--- src/rtl/alu_exec_stage.sv ---
// Registered ALU execute stage: ADD/SUB/AND/OR/SLT with condition flags behind a
// valid/ready handshake, backed by a main output register plus one skid entry.
module alu_exec_stage #(
    parameter int WIDTH = 32
) (
    input  logic             clk,
    input  logic             rst,
    input  logic             in_valid,
    output logic             in_ready,
    input  logic [2:0]       ALUControl,
    input  logic [WIDTH-1:0] SrcA,
    input  logic [WIDTH-1:0] SrcB,
    output logic             out_valid,
    input  logic             out_ready,
    output logic [WIDTH-1:0] Result,
    output logic             Zero,
    output logic             Negative,
    output logic             Carry,
    output logic             Overflow,
    output logic             Illegal
);

    localparam logic [2:0] OP_ADD = 3'b000;
    localparam logic [2:0] OP_SUB = 3'b001;
    localparam logic [2:0] OP_AND = 3'b010;
    localparam logic [2:0] OP_OR  = 3'b011;
    localparam logic [2:0] OP_SLT = 3'b101;

    typedef struct packed {
        logic [WIDTH-1:0] res;
        logic             z;
        logic             n;
        logic             c;
        logic             v;
        logic             ill;
    } entry_t;

    entry_t           nxt, main_q, skid_q;
    logic             main_vld, skid_vld, rdy_q;
    logic [WIDTH-1:0] opb;
    logic [WIDTH:0]   sum;
    logic             is_sub, acc, drain;

    // SUB shares the adder as A + ~B + 1, so Carry means "no borrow".
    always_comb begin
        is_sub = (ALUControl == OP_SUB);
        opb    = is_sub ? ~SrcB : SrcB;
        sum    = {1'b0, SrcA} + {1'b0, opb} + {{WIDTH{1'b0}}, is_sub};
        nxt    = '0;
        case (ALUControl)
            OP_ADD: begin
                nxt.res = sum[WIDTH-1:0];
                nxt.c   = sum[WIDTH];
                nxt.v   = (SrcA[WIDTH-1] == SrcB[WIDTH-1]) && (sum[WIDTH-1] != SrcA[WIDTH-1]);
            end
            OP_SUB: begin
                nxt.res = sum[WIDTH-1:0];
                nxt.c   = sum[WIDTH];
                nxt.v   = (SrcA[WIDTH-1] != SrcB[WIDTH-1]) && (sum[WIDTH-1] != SrcA[WIDTH-1]);
            end
            OP_AND:  nxt.res = SrcA & SrcB;
            OP_OR:   nxt.res = SrcA | SrcB;
            OP_SLT:  nxt.res = {{(WIDTH-1){1'b0}}, ($signed(SrcA) < $signed(SrcB))};
            default: nxt.ill = 1'b1;
        endcase
        nxt.z = (nxt.res == '0);
        nxt.n = nxt.res[WIDTH-1];
    end

    assign acc   = in_valid & rdy_q;
    assign drain = main_vld & out_ready;

    // rdy_q mirrors "skid empty" but is kept as its own flop so in_ready is a clean register.
    always_ff @(posedge clk or posedge rst) begin
        if (rst) begin
            main_vld <= 1'b0;
            skid_vld <= 1'b0;
            rdy_q    <= 1'b1;
            main_q   <= '0;
            skid_q   <= '0;
        end else if (!skid_vld) begin
            if (acc) begin
                if (!main_vld || drain) begin
                    main_q   <= nxt;
                    main_vld <= 1'b1;
                end else begin
                    skid_q   <= nxt;
                    skid_vld <= 1'b1;
                    rdy_q    <= 1'b0;
                end
            end else if (drain) begin
                main_vld <= 1'b0;
            end
        end else if (drain) begin
            main_q   <= skid_q;
            skid_vld <= 1'b0;
            rdy_q    <= 1'b1;
        end
    end

    assign in_ready  = rdy_q;
    assign out_valid = main_vld;
    assign Result    = main_q.res;
    assign Zero      = main_q.z;
    assign Negative  = main_q.n;
    assign Carry     = main_q.c;
    assign Overflow  = main_q.v;
    assign Illegal   = main_q.ill;

endmodule

--- config.mk ---
export PLATFORM = sky130hd
export DESIGN_NAME = alu_exec_stage
export DESIGN_NICKNAME = d
export VERILOG_FILES = /design/src/rtl/alu_exec_stage.sv
export SDC_FILE = /design/constraint.sdc
export NUM_CORES = 1
export LEC_CHECK = 0
export ABC_AREA = 1
export BUFFER_PORTS_ARGS = -buffer_cell sky130_fd_sc_hd__buf_2
export CAP_MARGIN = 5
export CELL_PAD_IN_SITES_DETAIL_PLACEMENT = 1
export CELL_PAD_IN_SITES_GLOBAL_PLACEMENT = 1
export CORE_AREA = 2 2 172 174
export CTS_CLUSTER_SIZE = 10
export DETAILED_ROUTE_END_ITERATION = 8
export DIE_AREA = 0 0 174 176
export PLACE_DENSITY = 0.65
export SLEW_MARGIN = 20
export SYNTH_ARGS = -nofsm -noshare
export SYNTH_HDL_FRONTEND = slang
export SYNTH_SLANG_ARGS = --single-unit
--- constraint.sdc ---
create_clock -name clk -period 2.8 [get_ports clk]
set_input_delay 0.28 -clock clk [delete_from_list [all_inputs] [get_ports clk]]
set_output_delay 0.28 -clock clk [all_outputs]
set_load 0.005 [all_outputs]
==> Flow_metrics.wiki <==
{| class="wikitable"
! Metric !! Value
|-
| Die span in x || 174 um
|-
| Synthesized net count || 1560
|-
| Cell count after synthesis || 1352
|-
| Via count of the first global-routing pass || 9506
|-
| Number of nets in the layout || 1814
|-
| Post-synthesis cell type count || 36
|-
| Total power density per cell area || 348 mW/mm2
|-
| Run status || complete, but fails checks
|-
| Die extent in y || 176 um
|-
| Final WS setup || -41.3 ps
|-
| Routability congestion estimate from global placement || 0.886
|-
| Clock tree from TritonCTS || built
|-
| Met2 layer usage reported by global route || 35.3%
|-
| CTS Sinks || 75
|-
| Post-synthesis average cell area || 6.33 um2
|-
| Number of buffers on the longest clock path || 2
|-
| Diode count || 0
|-
| Worst IR drop on VDD || 0.224 mV
|-
| Global-route wire length before repair || 49.6 mm
|-
| Area growth from synthesis to layout || 37.8%
|-
| Total congestion overflow after global routing || 0
|-
| Area after DPL || 0.0107 mm2
|-
| Post-DR wirelength/cell || 15.6 um
|-
| Fin. max-slew vios || 0
|-
| Cell Area, Synth || 0.00856 mm2
|-
| Met1 Track Usage GR || 27.0%
|-
| Maximum achievable frequency || 352 MHz
|-
| Total count of hold-check failures in the final report || 0
|-
| Post-Route WL || 31.2 mm
|-
| Worst clock skew || 6.39 ps
|-
| Maximum number of pins on one net before global-route repair || 71
|-
| DRT antenna net count || 0
|-
| Part of the Yosys area used for sequential elements || 21.9%
|-
| DR iter-0 viols || 365
|-
| CTS root buf || sky130_fd_sc_hd__clkbuf_16
|-
| Share of power burned in the clock network || 28.3%
|-
| Number of flip-flops and latches in the synthesized netlist || 75
|-
| Largest fanout on the critical path || 8
|-
| DRC violation count after routing || 0
|-
| Most common library cell in the layout ignoring fill and taps || sky130_fd_sc_hd__nand2_1
|-
| Unrepaired setup endpoints after global routing || yes
|-
| Top Ports || 110
|-
| Die outline area || 0.0306 mm2
|-
| H-tree depth reported by CTS || 3
|-
| Top library cells by usage in the layout, fill and taps aside || 336 x sky130_fd_sc_hd__nand2_1, 244 x sky130_fd_sc_hd__inv_1, 161 x sky130_fd_sc_hd__buf_4
|-
| Number of synthesis warnings || 0
|-
| Clock transition at the registers of the reported paths || 50 ps
|-
| Buffers and inverters on the worst path || 8
|-
| Max incr delay on CP || 290 ps
|-
| Slew headroom || 36.8%
|-
| Vias per cell || 4.65
|-
| Number of standard cells in the layout, taps in and fillers out || 1995
|-
| Source-to-sink clock delay at the later pin of the worst-skew pair || 340 ps
|-
| Hold Path Class || input port to asynchronous set/reset pin
|-
| Final cell utilization of the core || 41.3%
|-
| Share of power burned in registers || 26.4%
|-
| Busiest layer in global routing || met2
|-
| Gate power share || 45.2%
|-
| WS Path Type || input port to flop
|-
| Violations in the final reports || negative setup slack
|-
| Int Pwr || 2.58 mW
|-
| Port buffer count || 109
|-
| Share of final-layout standard cells stronger than drive strength 1 || 27.1%
|-
| Setup Slack @ Placement || -683 ps
|-
| Met3 track demand over resource || 1.53%
|-
| GRT Util Overall || 20.2%
|-
| Standby leakage power || 6.80 nW
|-
| Hold buffer count at CTS || 0
|-
| Total negative slack || -41.3 ps
|-
| Total vias in the final route || 9280
|-
| Iteration count of the initial detailed-routing pass || 4
|-
| Crit-path most repeated cell || sky130_fd_sc_hd__nand2_1
|-
| Starting density of the core || 30.0%
|-
| # setup viols final || 1
|-
| Critical Path Source Type || input port
|-
| Slowest-stage cell, CP || sky130_fd_sc_hd__ha_1
|-
| Family of cells with the greatest summed delay on the critical path || simple AND/OR/NAND/NOR gates
|-
| Antenna violations before repair || 0
|-
| Detail Placement HPWL || 25.1 mm
|-
| Switching component of the power || 1.52 mW
|-
| Worst EP arrival || 3060 ps
|-
| Crit end category || flop
|-
| Tightest Pin Transition || 947 ps
|-
| Inst Count DP || 1971
|-
| Period utilisation layout || 101%
|-
| Final design area excluding fillers || 0.0118 mm2
|-
| Core Footprint || 0.0285 mm2
|-
| Max cap viols || 0
|-
| Num CTS Buffers || 9
|-
| Required time at the endpoint of the critical path || 3020 ps
|-
| Shortest clock period the worst path allows after layout || 2840 ps
|-
| Placement row count || 62
|-
| Net switching share of the total power || 37.0%
|}
==> sequential cells by signal, summed over array words and instances (netlist names) <==
signal	count
skid_vld	1
Carry	1
out_valid	1
in_ready	1
Zero	1
Overflow	1
skid_q	36
Illegal	1
Result	32
==> through the flow <==
stage	power (mW)	hold WS, ps
after detailed placement	2.72	427
final	4.10	47.5
after global routing	4.38	103
after global placement	2.68	431
after CTS	3.99	64.2
after floorplan	1.93	442
==> power by group through the flow <==
stage	clock, mW	sequential, mW	combinational [mW]
after global routing	1.24	1.08	2.06
final	1.16	1.08	1.85
after detailed placement	0	1.10	1.61
after CTS	1.20	1.08	1.70
after floorplan	0	1.10	0.828
after global placement	0	1.10	1.57
==> cell type report <==
class / count / area, um2
clock buffer: 10 / 239
clock inverter: 6 / 65.1
fill: 3776 / 16700
inverter: 261 / 986
multi-input combinational: 981 / 6210
sequential: 75 / 1880
tap: 384 / 480
timing repair buffer: 278 / 1940
==> cells by family (layout without fill, tap and decap cells) <==
| group | after synthesis | in the layout | synth area share (%) |
|---|---|---|---|
| compound gates | 203 | 203 | 12.4 |
| buf+inv | 296 | 555 | 13.1 |
| fa+ha+maj | 137 | 137 | 20.1 |
| flops | 75 | 75 | 21.9 |
| simple gates | 608 | 608 | 29.1 |
| xor+xnor | 33 | 33 | 3.37 |
==> cells in the mapped netlist (all sizes together) <==
library cell / number / area [um2]
and3: 2 / 12.5
nand2: 373 / 1400
a21oi: 99 / 495
xor2: 32 / 280
xnor2: 1 / 8.76
o21a: 3 / 22.5
nor2: 122 / 463
nand3b: 9 / 67.6
a21boi: 1 / 7.51
a211oi: 1 / 7.51
nor3: 13 / 65.1
buf: 14 / 66.3
o21bai: 11 / 82.6
dfstp: 1 / 26.3
nor4: 2 / 12.5
fa: 1 / 20.0
clkbuf: 21 / 78.8
dfrtp: 74 / 1850
and2: 5 / 31.3
o211ai: 1 / 7.51
nand3: 69 / 350
nand4: 10 / 62.6
or2: 1 / 6.26
clkinv: 1 / 3.75
inv: 260 / 976
nor3b: 2 / 15.0
a221oi: 1 / 8.76
o21ai: 86 / 430
ha: 136 / 1700
==> what timing repair did <==
| item | CTS | global route |
|---|---|---|
| pin swaps | 6 | 31 |
| cloned | 2 | 0 |
| setup buffers | 1 | 7 |
| gates resized for setup | 56 | 112 |
| setup endpoints to repair | 17 | 28 |
==> final timing paths <==
kind                                     from         end  slack, ps  cells past startpoint
worst max register to register       skid_vld     Illegal        500                      8
worst max-delay path            ALUControl[2]        Zero        -40                     27
min in group clk                    out_ready    skid_vld        250                      4
max in group asynchronous                 rst    in_ready       2070                      3
worst min register to register     Result[12]  Result[12]        470                      2
worst min-delay path                      rst  Result[28]         50                      2
==> worst register-to-register path, delay by kind of cell, from the launching register on <==
family | cells | cell delay [ps]
buf+inv | 3 | 1290
simple gates | 3 | 330
compound gates | 2 | 200
flops | 1 | 390
==> metal layers <==
metal | up-vias | share of wire, %
li1 | 4679 | -
met2 | 140 | 48
met5 | - | 0
met3 | 29 | 2.3
met1 | 4432 | 48
met4 | 0 | 1.6
Power figures use the tool's default switching activity.
